[config.mk]
export PLATFORM = sky130hd
export DESIGN_NAME = uart_sram_tx_dump_flat
export DESIGN_NICKNAME = d
export VERILOG_FILES = /design/src/rtl/uart_sram_tx_dump_if.sv /design/src/rtl/uart_sram_tx_dump.sv /design/src/flat_wrapper.sv
export SDC_FILE = /design/constraint.sdc
export NUM_CORES = 1
export LEC_CHECK = 0
export CELL_PAD_IN_SITES_DETAIL_PLACEMENT = 1
export CELL_PAD_IN_SITES_GLOBAL_PLACEMENT = 1
export CORE_UTILIZATION = 45
export CTS_BUF_LIST = sky130_fd_sc_hd__clkbuf_8
export DETAILED_ROUTE_END_ITERATION = 16
export HOLD_SLACK_MARGIN = 0.15
export PLACE_DENSITY = 0.93
export SKIP_CTS_REPAIR_TIMING = 1
export SYNTH_ARGS = -nofsm -noshare
export SYNTH_HDL_FRONTEND = slang
export SYNTH_SLANG_ARGS = --single-unit
[constraint.sdc]
create_clock -name CLOCK_50_I -period 4.6 [get_ports CLOCK_50_I]
set_input_delay 0.92 -clock CLOCK_50_I [delete_from_list [all_inputs] [get_ports CLOCK_50_I]]
set_output_delay 0.92 -clock CLOCK_50_I [all_outputs]
set_load 0.03 [all_outputs]
[src/rtl/uart_sram_tx_dump_if.sv]
// SRAM read port used by the UART dump engine; the engine is the master and
// only ever reads.
interface uart_sram_tx_dump_if;
    logic [17:0] SRAM_address;
    logic [15:0] SRAM_read_data;
    logic        SRAM_we_n;

    modport master (
        output SRAM_address,
        output SRAM_we_n,
        input  SRAM_read_data
    );

    modport slave (
        input  SRAM_address,
        input  SRAM_we_n,
        output SRAM_read_data
    );
endinterface

[src/rtl/uart_sram_tx_dump.sv]
// Reads a run of 16-bit SRAM words and sends each one as two 8N1 UART bytes,
// high byte first. Used to dump decoded image regions back to the host.
module uart_sram_tx_dump #(
    parameter int unsigned CLK_PER_BIT  = 434,
    parameter int unsigned SRAM_LATENCY = 2
) (
    input  logic                       CLOCK_50_I,
    input  logic                       resetn,
    input  logic                       Start,
    input  logic                       Abort,
    input  logic [17:0]                Base_address,
    input  logic [17:0]                Word_count,
    uart_sram_tx_dump_if.master        sram,
    output logic                       UART_TX_O,
    output logic                       Busy,
    output logic                       Done,
    output logic [17:0]                Words_sent
);

    localparam logic [8:0] BaudReload = 9'(CLK_PER_BIT - 1);
    localparam logic [7:0] WaitReload = 8'(SRAM_LATENCY - 1);

    typedef enum logic [2:0] {
        StIdle, StRead, StWait, StLatch, StStartBit, StData, StStop, StDone
    } state_e;

    state_e      state_q, state_d;
    logic [8:0]  baud_q, baud_d;
    logic [2:0]  bit_idx_q, bit_idx_d;
    logic        byte_sel_q, byte_sel_d;
    logic [15:0] word_q, word_d;
    logic [17:0] addr_q, addr_d;
    logic [17:0] remaining_q, remaining_d;
    logic [17:0] words_sent_q, words_sent_d;
    logic [7:0]  wait_q, wait_d;
    logic        tx_q, tx_d;
    logic        busy_q, busy_d;
    logic        done_q, done_d;
    logic        baud_end;
    logic [7:0]  cur_byte;

    assign baud_end = (baud_q == 9'd0);
    assign cur_byte = byte_sel_q ? word_q[15:8] : word_q[7:0];

    // Line driver is a flop reset to 1 so a reset mid-frame cannot glitch low.
    always_ff @(posedge CLOCK_50_I or negedge resetn) begin
        if (!resetn) begin
            state_q      <= StIdle;
            baud_q       <= 9'd0;
            bit_idx_q    <= 3'd0;
            byte_sel_q   <= 1'b0;
            word_q       <= 16'd0;
            addr_q       <= 18'd0;
            remaining_q  <= 18'd0;
            words_sent_q <= 18'd0;
            wait_q       <= 8'd0;
            tx_q         <= 1'b1;
            busy_q       <= 1'b0;
            done_q       <= 1'b0;
        end else begin
            state_q      <= state_d;
            baud_q       <= baud_d;
            bit_idx_q    <= bit_idx_d;
            byte_sel_q   <= byte_sel_d;
            word_q       <= word_d;
            addr_q       <= addr_d;
            remaining_q  <= remaining_d;
            words_sent_q <= words_sent_d;
            wait_q       <= wait_d;
            tx_q         <= tx_d;
            busy_q       <= busy_d;
            done_q       <= done_d;
        end
    end

    always_comb begin
        state_d      = state_q;
        baud_d       = baud_q;
        bit_idx_d    = bit_idx_q;
        byte_sel_d   = byte_sel_q;
        word_d       = word_q;
        addr_d       = addr_q;
        remaining_d  = remaining_q;
        words_sent_d = words_sent_q;
        wait_d       = wait_q;
        unique case (state_q)
            StIdle: begin
                if (Start) begin
                    addr_d       = Base_address;
                    remaining_d  = Word_count;
                    words_sent_d = 18'd0;
                    state_d      = (Word_count == 18'd0) ? StDone : StRead;
                end
            end
            StRead: begin
                wait_d  = WaitReload;
                state_d = StWait;
            end
            StWait: begin
                if (wait_q == 8'd0) state_d = StLatch;
                else                wait_d  = wait_q - 8'd1;
            end
            StLatch: begin
                word_d     = sram.SRAM_read_data;
                byte_sel_d = 1'b1;
                baud_d     = BaudReload;
                state_d    = StStartBit;
            end
            StStartBit: begin
                if (baud_end) begin
                    baud_d    = BaudReload;
                    bit_idx_d = 3'd0;
                    state_d   = StData;
                end else begin
                    baud_d = baud_q - 9'd1;
                end
            end
            StData: begin
                if (baud_end) begin
                    baud_d = BaudReload;
                    if (bit_idx_q == 3'd7) state_d   = StStop;
                    else                   bit_idx_d = bit_idx_q + 3'd1;
                end else begin
                    baud_d = baud_q - 9'd1;
                end
            end
            StStop: begin
                if (baud_end) begin
                    baud_d = BaudReload;
                    // A completed low byte always retires its word, even when aborting.
                    if (!byte_sel_q) begin
                        words_sent_d = words_sent_q + 18'd1;
                        remaining_d  = remaining_q - 18'd1;
                        addr_d       = addr_q + 18'd1;
                    end
                    if (Abort)                      state_d = StDone;
                    else if (byte_sel_q) begin
                        byte_sel_d = 1'b0;
                        state_d    = StStartBit;
                    end
                    else if (remaining_q == 18'd1) state_d = StDone;
                    else                            state_d = StRead;
                end else begin
                    baud_d = baud_q - 9'd1;
                end
            end
            StDone:  state_d = StIdle;
            default: state_d = StIdle;
        endcase
    end

    always_comb begin
        tx_d   = 1'b1;
        busy_d = busy_q;
        done_d = 1'b0;
        unique case (state_q)
            StIdle:     if (Start) busy_d = 1'b1;
            StStartBit: tx_d = 1'b0;
            StData:     tx_d = cur_byte[bit_idx_q];
            StDone: begin
                busy_d = 1'b0;
                done_d = 1'b1;
            end
            default:    tx_d = 1'b1;
        endcase
    end

    // A zero-length request never touches SRAM, so the address stays parked at 0.
    assign sram.SRAM_address = (state_q == StIdle || remaining_q == 18'd0) ? 18'd0 : addr_q;
    assign sram.SRAM_we_n    = 1'b1;
    assign UART_TX_O         = tx_q;
    assign Busy              = busy_q;
    assign Done              = done_q;
    assign Words_sent        = words_sent_q;

endmodule

[src/flat_wrapper.sv]
// flat-port wrapper written by rule: the top's interface ports become plain ports
module uart_sram_tx_dump_flat 
#(
    parameter int unsigned CLK_PER_BIT  = 434,
    parameter int unsigned SRAM_LATENCY = 2
)
  (CLOCK_50_I, resetn, Start, Abort, Base_address, Word_count, UART_TX_O, Busy, Done, Words_sent, sram_SRAM_address, sram_SRAM_we_n, sram_SRAM_read_data);
  uart_sram_tx_dump_if sram_i ();
  input  logic CLOCK_50_I;
  input  logic resetn;
  input  logic Start;
  input  logic Abort;
  input  logic [17:0] Base_address;
  input  logic [17:0] Word_count;
  output logic UART_TX_O;
  output logic Busy;
  output logic Done;
  output logic [17:0] Words_sent;
  output wire logic [$bits(sram_i.SRAM_address)-1:0] sram_SRAM_address;
  output wire logic [$bits(sram_i.SRAM_we_n)-1:0] sram_SRAM_we_n;
  input wire logic [$bits(sram_i.SRAM_read_data)-1:0] sram_SRAM_read_data;
  assign sram_SRAM_address = sram_i.SRAM_address;
  assign sram_SRAM_we_n = sram_i.SRAM_we_n;
  assign sram_i.SRAM_read_data = sram_SRAM_read_data;
  uart_sram_tx_dump #(.CLK_PER_BIT(CLK_PER_BIT), .SRAM_LATENCY(SRAM_LATENCY)) u_core (.CLOCK_50_I(CLOCK_50_I), .resetn(resetn), .Start(Start), .Abort(Abort), .Base_address(Base_address), .Word_count(Word_count), .sram(sram_i), .UART_TX_O(UART_TX_O), .Busy(Busy), .Done(Done), .Words_sent(Words_sent));
endmodule
==> out/results.tsv, run 1 <==
stage	metric	value	unit
power	Peak VDD IR	0.254	mV
drt	Routed Antenna Nets	0	
clock_tree	Max clock buf depth	2	
setup_path	worst r2r src	u_core.baud_q[4]	
clock_tree	CTS sink cnt	97	
sta	Tcrit/Tclk final	95.3	%
power	Seq pwr share	38.7	%
layout	sequential cell area	2430	um2
sta	setup tns final	0	ns
global_route	first-pass GRT wire length	29.4	mm
drt	# DRC	0	
power	leak pwr	0.00278	uW
layout	commonest non-fill, non-tap cell in the layout	nand2_1	
sta	clock skew	0.0130	ns
global_route	largest net degree at the start of global routing	75	
logic_synthesis	asr flop ratio synth	100	%
hold_path	hold path startpoint	u_core.word_q[3]	
layout	Area Growth Syn to Fin	22.7	%
power	sw power	1740	uW
hold_path	hold crit path type	reg -> reg	
floorplanning	Die ar.	13000	um2
clock_tree	root buffer cell	clkbuf_8	
logic_synthesis	Yosys reg bits	97	
place	hpwl dp	12.6	mm
setup_path	Crit path required time	3.68	ns
clock_tree	Skew-Pair Late Insertion Delay	0.38	ns
setup_path	CP delay by family, top	simple AND/OR/NAND/NOR gates	
setup_path	crit path DAT	3.46	ns
floorplanning	Chip Height	114	um
logic_synthesis	Mapped Nets	720	
place	routability cong.	0.860	
floorplanning	initial core utilization	46.5	%
power	Power Density	572	nW/um2
power	clock power share	15.9	%
sta	endpoints failing setup	0	
clock_tree	Num CTS Buffers	9	
setup_path	Crit. Startpoint	u_core.remaining_q[0]	
sta	Slew Viols, Final	0	
setup_path	slowest CP cell	clkdlybuf4s50_1	
global_route	total global routing overflow	0	
sta	Fin. Hold Viols	0	
layout	FILL cells	1443	
setup_path	Buf/Inv on CP	2	
logic_synthesis	mapped cell area	5630	um2
place	Port Buf Inserts	94	
clock_tree	H-tree depth	3	
setup_path	Critical Path Fanout Max	16	
floorplanning	Die Width	114	um
floorplanning	Cell Rows	40	
setup_path	CP Launch Type	register	
power	power share of the combinational group	45.4	%
logic_synthesis	Syn. warnings	0	
logic_synthesis	post-synthesis cell type count	75	
clock_tree	Clk pin slew, worst setup/hold paths	0.09	ns
setup_path	critical path class	reg -> out	
sta	FMAX	228	MHz
setup_path	critical-path cell list	inv_1 -> ha_1 -> or4b_1 -> or3_1 -> nor2_2 -> nor2_1 -> and2_1 -> clkdlybuf4s50_1	
drt	via count	5494	
outcome	outcome	finished, final reports clean	
sta	RSZ-0062 raised after global routing	false	
logic_synthesis	sequential element share of the synthesized area	43.2	%
layout	Final #Nets	796	
drt	Detailed Routing Iterations Pass 1	5	
sta	Slew headroom	20.1	%
floorplanning	I/O Pins	96	
logic_synthesis	Synth Area per Inst	8.59	um2
layout	most frequent cells in the layout	nand2_1, dfrtp_1, clkdlybuf4s50_1	
logic_synthesis	EDFF count, synth	0	
logic_synthesis	Synth Instances	655	
logic_synthesis	Synth Flop Type	dfrtp_1	
setup_path	Critical Path Max Stage Delay	0.59	ns
setup_path	Setup crit end kind	primary output	
global_route	vias in the first global route	5873	
global_route	initial antenna violation count	0	
sta	Tmin final	4.38	ns
drt	initial DRC count	406	
layout	Antenna Cells	0	
drt	Via density	6.08	
sta	Slew @ Worst Pin	1.19	ns
layout	multi-input logic area	2990	um2
layout	layout cells sized above 1	5.98	%
power	Int Power	2210	uW
global_route	gr usage total	28.8	%
power	Sw Ratio	44.1	%
drt	Avg WL per Cell	20.0	um
run	max-cap viol count	0	
clock_tree	CTS tree	yes	
layout	Finished Core Util	57.0	%
drt	Post-Route WL	18.0	mm
floorplanning	core area	12100	um2
worst reg2reg max path, delay by kind of cell (launching register included):
kind / cells / cell delay, ns
flops: 1 / 0.44
buf+inv: 1 / 0.27
simple gates: 3 / 1.74
compound gates: 2 / 0.58
metrics by stage:
step / cells / instance area [um2] / power (uW) / hold slack, ns / worst slack, ns
after detailed placement: 888 / 6690 / 3310 / 0.462 / 0.607
after CTS: 904 / 6910 / 3950 / 0.488 / 0.206
after global placement: 888 / 6690 / 3150 / 0.452 / 0.739
final: 904 / 6910 / 3950 / 0.482 / 0.218
after floorplan: 655 / 5630 / 2640 / 0.438 / 1.32
after global routing: 904 / 6910 / 4200 / 0.516 / 0.0113
logic make-up after synthesis:
logic type	count (synthesis)	synth area share (%)
other	1	0.0666
AO/OA/AOI/OAI	165	19.5
buffers and inverters	54	3.82
flip-flops	97	43.2
multiplexers	11	2.29
AND/OR/NAND/NOR	302	26.7
XOR/XNOR	16	2.49
adder cells (fa/ha/maj)	9	2.00
state kept, by name (all words and copies together) (netlist names):
| register | cells |
|---|---|
| u_core.addr_q | 18 |
| u_core.bit_idx_q | 3 |
| u_core.byte_sel_q | 1 |
| u_core.word_q | 16 |
| u_core.baud_q | 9 |
| u_core.Words_sent | 18 |
| u_core.state_q | 3 |
| u_core.remaining_q | 18 |
| u_core.Done | 1 |
| u_core.Busy | 1 |
| u_core.wait_q | 8 |
| u_core.UART_TX_O | 1 |
final cells by class:
cell class	count	area share (%)
repair buffers	102	14.5
flip-flops and latches	97	35.2
clock buffers	10	1.99
inverters	17	0.924
well taps	168	3.04
clock inverters	6	1.20
multi-input cells	504	43.2
cell usage after synthesis, drive strengths merged, types with 12 or more instances:
cell type | number | area, um2
nand2 | 104 | 390
dfrtp | 96 | 2400
nor2 | 67 | 254
o21ai | 50 | 250
a21oi | 35 | 175
clkbuf | 23 | 86.3
and2 | 22 | 138
nand3 | 22 | 110
nor3 | 18 | 90.1
inv | 17 | 63.8
buf | 14 | 65.1
nor4 | 14 | 93.8
xnor2 | 12 | 105
layer usage:
metal | wire (um) | global-route usage [%] | part of all wire [%] | vias to the layer above
met2 | 9300 | 51.1 | 52 | 181
met5 | 0 | 0 | 0 | -
met4 | 523 | 13.9 | 2.9 | 0
li1 | - | - | - | 2510
met3 | 721 | 3.03 | 4.0 | 42
met1 | 7500 | 35.2 | 42 | 2761
final timing paths:
| check | endpoint | cells after the start | slack [ns] |
|---|---|---|---|
| max | sram_SRAM_address[10] | 8 | 0.22 |
| min | u_core.word_q[3] | 2 | 0.48 |
| max reg2reg | u_core.remaining_q[11] | 6 | 1.47 |
| min reg2reg | u_core.word_q[3] | 2 | 0.48 |
| max in group asynchronous | u_core.Words_sent[3] | 2 | 2.98 |
| min in group asynchronous | u_core.addr_q[16] | 1 | 0.69 |
power groups by stage:
| stage | Sequential, uW | Clock, uW | Combinational (uW) |
|---|---|---|---|
| floorplan | 1390 | 0 | 1260 |
| global placement | 1490 | 0 | 1660 |
| detailed placement | 1530 | 0 | 1780 |
| CTS | 1510 | 635 | 1800 |
| global route | 1580 | 673 | 1950 |
| finish | 1530 | 630 | 1790 |
Power figures use the tool's default switching activity.
==> run 2, diff against run 1 <==
--- a/config.mk
+++ b/config.mk
@@ -8,9 +8,10 @@
 export CELL_PAD_IN_SITES_DETAIL_PLACEMENT = 1
 export CELL_PAD_IN_SITES_GLOBAL_PLACEMENT = 1
-export CORE_UTILIZATION = 45
+export CORE_UTILIZATION = 53
 export CTS_BUF_LIST = sky130_fd_sc_hd__clkbuf_8
 export DETAILED_ROUTE_END_ITERATION = 16
+export DONT_BUFFER_PORTS = 1
 export HOLD_SLACK_MARGIN = 0.15
-export PLACE_DENSITY = 0.93
+export PLACE_DENSITY = 0.91
 export SKIP_CTS_REPAIR_TIMING = 1
 export SYNTH_ARGS = -nofsm -noshare
==> constraint.sdc (replaced) <==
create_clock -name CLOCK_50_I -period 4.6 [get_ports CLOCK_50_I]
set_input_delay 0.69 -clock CLOCK_50_I [delete_from_list [all_inputs] [get_ports CLOCK_50_I]]
set_output_delay 0.69 -clock CLOCK_50_I [all_outputs]
set_load 0.03 [all_outputs]
==> run 2 against run 1 <==
Global-route usage is 1.5 points higher. Sequential share of layout area is 5.9 points higher. Critical path depth is 1 lower. Largest cell class unchanged.
==> out/results.tsv, run 2 (synthesis gave the netlist of run 1 again) <==
stage	metric	value	unit	change
drt	Post-Route WL	16.2	mm	-10%
drt	Avg WL per Cell	20.8	um	+4.3%
clock_tree	Num CTS Buffers	9		unchanged
power	leak pwr	0.00241	uW	-13%
clock_tree	Max clock buf depth	2		unchanged
sta	Tmin final	3.78	ns	-0.599 ns
clock_tree	Clk pin slew, worst setup/hold paths	0.10	ns	about the same
sta	Slew @ Worst Pin	1.14	ns	-0.0526 ns
clock_tree	H-tree depth	3		unchanged
floorplanning	I/O Pins	96		unchanged
setup_path	CP Launch Type	register		
floorplanning	Die Width	105	um	-7.7%
global_route	largest net degree at the start of global routing	98		+31%
sta	Tcrit/Tclk final	82.2	%	-13 points
setup_path	Critical Path Fanout Max	16		unchanged
sta	Fin. Hold Viols	0		unchanged
power	Power Density	608	nW/um2	+6.2%
floorplanning	Cell Rows	37		-7.5%
sta	clock skew	0.0114	ns	-0.00159 ns
global_route	initial antenna violation count	0		unchanged
drt	via count	5073		-7.7%
clock_tree	CTS tree	yes		
layout	Antenna Cells	0		unchanged
setup_path	Critical Path Max Stage Delay	0.53	ns	-0.06 ns
clock_tree	CTS sink cnt	97		unchanged
layout	commonest non-fill, non-tap cell in the layout	nand2_1		
floorplanning	core area	10300	um2	-15%
setup_path	slowest CP cell	or4b_1		
clock_tree	Skew-Pair Late Insertion Delay	0.38	ns	about the same
power	Peak VDD IR	0.255	mV	+0.39%
drt	initial DRC count	274		-33%
sta	setup tns final	0	ns	unchanged
setup_path	crit path DAT	3.09	ns	-0.37 ns
global_route	gr usage total	30.3	%	+1.5 points
drt	Via density	6.52		+7.3%
layout	layout cells sized above 1	6.70	%	+0.72 points
sta	hold slack	0.211	ns	-0.271 ns
layout	final non-filler cell total	778		-14%
sta	Slew Viols, Final	0		unchanged
sta	endpoints failing setup	0		unchanged
layout	most frequent cells in the layout	nand2_1, dfrtp_1, nor2_1		
outcome	outcome	finished, final reports clean		
floorplanning	Chip Height	105	um	-7.7%
layout	multi-input logic area	2990	um2	unchanged
layout	FILL cells	1211		-16%
floorplanning	initial core utilization	54.5	%	+8.0 points
sta	RSZ-0062 raised after global routing	false		
place	hpwl dp	11.2	mm	-12%
place	cell count after placement	760		-14%
place	routability cong.	0.848		-1.4%
sta	Slew headroom	23.6	%	+3.5 points
layout	Finished Core Util	57.3	%	+0.30 points
drt	# DRC	0		unchanged
floorplanning	Die ar.	11000	um2	-15%
global_route	total global routing overflow	0		unchanged
global_route	first-pass GRT wire length	26.5	mm	-10%
layout	sequential cell area	2430	um2	unchanged
setup_path	Crit path required time	3.91	ns	+0.23 ns
setup_path	critical-path cell list	inv_1 -> ha_1 -> or4b_1 -> or3_1 -> nor2_2 -> nor2_1 -> and2_1		
drt	Detailed Routing Iterations Pass 1	5		unchanged
setup_path	critical path class	reg -> out		
hold_path	hold crit path type	in -> async		
global_route	vias in the first global route	5245		-11%
setup_path	Setup crit end kind	primary output		
run	max-cap viol count	0		unchanged
sta	FMAX	264	MHz	+16%
place	Port Buf Inserts	0		-100%
clock_tree	root buffer cell	clkbuf_8		
layout	Final #Nets	702		-12%
layout	Area Growth Syn to Fin	5.18	%	
drt	Routed Antenna Nets	0		unchanged
==> run 2: cell types whose count changed in the layout (fill, tap and decap cells not counted), sizes merged <==
cell / delta
inv: +2
clkdlybuf4s50: -93
clkinv: -1
dlygate4sd3: +1
buf: -2
bufinv: -2
clkinvlp: +1
==> run 2: report_power, final <==
| part | leakage [uW] | switching, uW | internal (uW) |
|---|---|---|---|
| clock | 0.0000952 | 333 | 219 |
| combinational | 0.00111 | 978 | 527 |
| sequential | 0.00120 | 394 | 1150 |
==> run 2: final cells by class <==
cell class / count / share of cell area (%)
multi-input combinational: 504 / 50.5
sequential: 97 / 41.0
tap: 136 / 2.87
clock buffer: 10 / 2.33
timing repair buffer: 8 / 1.40
inverter: 17 / 1.08
clock inverter: 6 / 0.845
==> run 2: path summary, 6_finish.rpt <==
path | slack [ns] | startpoint | cells after the start | endpoint
worst max-delay path | 0.82 | u_core.remaining_q[0] | 7 | sram_SRAM_address[14]
min in group CLOCK_50_I | 0.40 | sram_SRAM_read_data[0] | 2 | u_core.word_q[0]
worst max register to register | 1.43 | u_core.baud_q[4] | 6 | u_core.addr_q[6]
max in group asynchronous | 3.74 | resetn | 1 | u_core.UART_TX_O
worst min-delay path | 0.21 | resetn | 1 | u_core.Words_sent[17]
worst min register to register | 0.49 | u_core.word_q[11] | 2 | u_core.word_q[11]
==> run 2: through the flow <==
| stage | area [um2] | power (uW) | worst slack [ns] |
|---|---|---|---|
| floorplan | 5630 | 2640 | 1.55 |
| global placement | 5690 | 2880 | 1.41 |
| detailed placement | 5690 | 3010 | 1.24 |
| CTS | 5880 | 3570 | 0.823 |
| global route | 5920 | 3840 | 0.678 |
| finish | 5920 | 3600 | 0.817 |
==> run 2: worst max-delay path, delay by kind of cell, from the launching register on <==
kind	cells	cell delay (ns)
adder cells (fa/ha/maj)	1	0.28
flip-flops	1	0.45
AND/OR/NAND/NOR	5	1.86
buffers and inverters	1	0.13
==> run 2: per-layer routing <==
metal	vias up	track usage [%]	wire length (um)
li1	2334	-	-
met4	0	11.5	318
met5	-	0	0
met2	157	53.5	8480
met1	2556	36.8	6550
met3	26	5.43	858
==> run 3, diff against run 2 <==
- CORE_UTILIZATION: 53 -> 50
- PLACE_DENSITY: 0.91 -> 0.87
- clock period: 4.6 -> 3.5 ns (I/O delays scaled with it)
==> run 3 against run 2 <==
Power up 31%. Cell count up 1.4%. Setup slack lost 0.65 ns. Routed wire length is 2.6% lower. Global-route usage decreased by 2.1 points.
==> out/results.tsv, run 3 (synthesis gave the netlist of run 1 again) <==
stage	metric	value	unit	change
outcome	outcome	finished, final reports clean		
layout	Area Growth Syn to Fin	6.49	%	
sta	Slew @ Worst Pin	0.977	ns	-0.165 ns
drt	Detailed Routing Iterations Pass 1	4		-1
drt	via count	5023		-0.99%
place	Port Buf Inserts	0		unchanged
power	clock power share	14.6	%	-0.7 points
hold_path	hold crit path type	in -> reg		
global_route	initial antenna violation count	0		unchanged
global_route	total global routing overflow	0		unchanged
layout	FILL cells	1302		+7.5%
drt	# DRC	0		unchanged
setup_path	Crit path required time	2.97	ns	-0.94 ns
setup_path	CP Launch Type	register		
sta	FMAX	300	MHz	
drt	Post-Route WL	15.8	mm	-2.6%
floorplanning	initial core utilization	51.7	%	-2.8 points
clock_tree	Num CTS Buffers	9		unchanged
power	Power Density	789	nW/um2	+30%
setup_path	most used cell, CP	nor2_2		
layout	commonest non-fill, non-tap cell in the layout	nand2_1		
setup_path	Buf/Inv on CP	1		unchanged
sta	Slew headroom	34.4	%	+11 points
global_route	met3 usage	4.46	%	-0.97 points
layout	Antenna Cells	0		unchanged
sta	Slew Viols, Final	0		unchanged
power	Sw Ratio	46.2	%	-1.1 points
clock_tree	Max clock buf depth	2		unchanged
layout	most frequent cells in the layout	nand2_1, dfrtp_1, nor2_1		
power	Peak VDD IR	0.331	mV	+30%
sta	Tmin final	3.33	ns	
power	power share of the combinational group	44.1	%	+2.3 points
sta	clock skew	0.00812	ns	-0.00326 ns
place	cell count after placement	771		+1.4%
setup_path	slowest CP cell	or4b_1		
floorplanning	Cell Rows	38		+2.7%
sta	RSZ-0062 raised after global routing	false		
setup_path	Critical Path Fanout Max	16		unchanged
setup_path	Critical Path Max Stage Delay	0.54	ns	about the same
global_route	GR peak layer	met2		
power	sw power	2190	uW	+28%
floorplanning	core area	10900	um2	+5.5%
place	hpwl dp	11.0	mm	-1.4%
global_route	vias in the first global route	5265		+0.38%
setup_path	critical-path cell list	inv_1 -> ha_2 -> or4b_1 -> or3_4 -> nor2_2 -> nor2_2 -> and2_1		
clock_tree	root buffer cell	clkbuf_8		
global_route	GR Layer Usage met1	34.9	%	-1.8 points
setup_path	crit path DAT	2.81	ns	-0.28 ns
drt	Avg WL per Cell	20.0	um	-3.9%
clock_tree	Skew-Pair Late Insertion Delay	0.38	ns	about the same
layout	Final #Nets	709		+1.0%
place	routability cong.	0.874		+3.1%
clock_tree	CTS sink cnt	97		unchanged
drt	Via density	6.37		-2.4%
setup_path	Setup crit end kind	primary output		
sta	endpoints failing setup	0		unchanged
drt	initial DRC count	219		-20%
layout	final non-filler cell total	789		+1.4%
power	leak pwr	0.00246	uW	+2.1%
global_route	gr usage total	28.3	%	-2.1 points
setup_path	critical path class	reg -> out		
sta	Tcrit/Tclk final	95.1	%	
sta	Fin. Hold Viols	0		unchanged
drt	Routed Antenna Nets	0		unchanged
layout	layout cells sized above 1	8.32	%	+1.6 points
floorplanning	Die Width	108	um	+2.9%
run	max-cap viol count	0		unchanged
floorplanning	I/O Pins	96		unchanged
floorplanning	Die ar.	11700	um2	+5.9%
global_route	largest net degree at the start of global routing	98		unchanged
power	Seq pwr share	41.3	%	-1.6 points
sta	setup tns final	0	ns	unchanged
clock_tree	CTS tree	yes		
clock_tree	H-tree depth	3		unchanged
setup_path	CP delay by family, top	simple AND/OR/NAND/NOR gates		
global_route	met2 usage	49.6	%	-3.9 points
floorplanning	Chip Height	108	um	+2.9%
clock_tree	Clk pin slew, worst setup/hold paths	0.09	ns	about the same
power	Int Power	2540	uW	+34%
global_route	first-pass GRT wire length	26.0	mm	-1.8%
-- run 3: cell count changes in the layout (fill, tap and decap cells not counted), sizes merged --
cell / change
buf: +7
clkbuf: +1
clkinvlp: -1
-- run 3: area by class of cell --
type | count | area [um2] | area share (%)
clock buffers | 11 | 151 | 2.53
repair buffers | 15 | 148 | 2.46
well taps | 140 | 175 | 2.92
multi-input cells | 504 | 3000 | 50.1
clock inverters | 5 | 25.0 | 0.418
inverters | 17 | 63.8 | 1.06
flip-flops and latches | 97 | 2430 | 40.5
-- run 3: metrics by stage --
step                      instance area [um2]  setup slack, ns  total power (uW)  util (%)  hold slack [ns]
after global routing                     5990           0.0263              5060      55.0            0.242
after CTS                                5940          -0.0475              4700      54.6           -0.179
after detailed placement                 5760            0.378              4000      52.9            0.232
after global placement                   5760            0.502              3840      52.9            0.232
after floorplan                          5630            0.613              3480         -            0.229
final                                    5990            0.170              4730      55.0            0.242
-- run 3: path summary, 6_finish.rpt --
| kind | from | end | slack, ns | cells after the start |
|---|---|---|---|---|
| hold / removal | sram_SRAM_read_data[2] | u_core.word_q[2] | 0.24 | 2 |
| hold reg to reg | u_core.word_q[2] | u_core.word_q[2] | 0.48 | 2 |
| max in group asynchronous | resetn | u_core.UART_TX_O | 2.37 | 2 |
| setup reg to reg | u_core.baud_q[0] | u_core.remaining_q[5] | 0.91 | 9 |
| min in group asynchronous | resetn | u_core.addr_q[3] | 0.73 | 2 |
| setup / recovery | u_core.remaining_q[0] | sram_SRAM_address[10] | 0.17 | 7 |
-- run 3: worst reg2reg max path, delay by kind of cell (launching register included) --
family	cells	cell delay, ns
buf+inv	3	0.55
compound gates	2	0.38
simple gates	3	0.90
flops	1	0.43
fa+ha+maj	1	0.22
-- run 3: per-layer routing --
metal | vias up | wire (um) | share of wire (%)
met5 | - | 0 | 0
met4 | 0 | 273 | 1.7
met3 | 20 | 672 | 4.3
met2 | 108 | 8070 | 51
met1 | 2550 | 6770 | 43
li1 | 2345 | - | -
-- run 3: power groups by stage --
| stage | logic [uW] | clock network, uW | registers [uW] |
|---|---|---|---|
| 6_report | 2090 | 693 | 1950 |
| 5_1_grt | 2310 | 745 | 2010 |
| 4_1_cts | 2060 | 709 | 1940 |
| 3_5_place_dp | 2040 | 0 | 1960 |
| 3_3_place_gp | 1930 | 0 | 1910 |
| 2_1_floorplan | 1650 | 0 | 1820 |
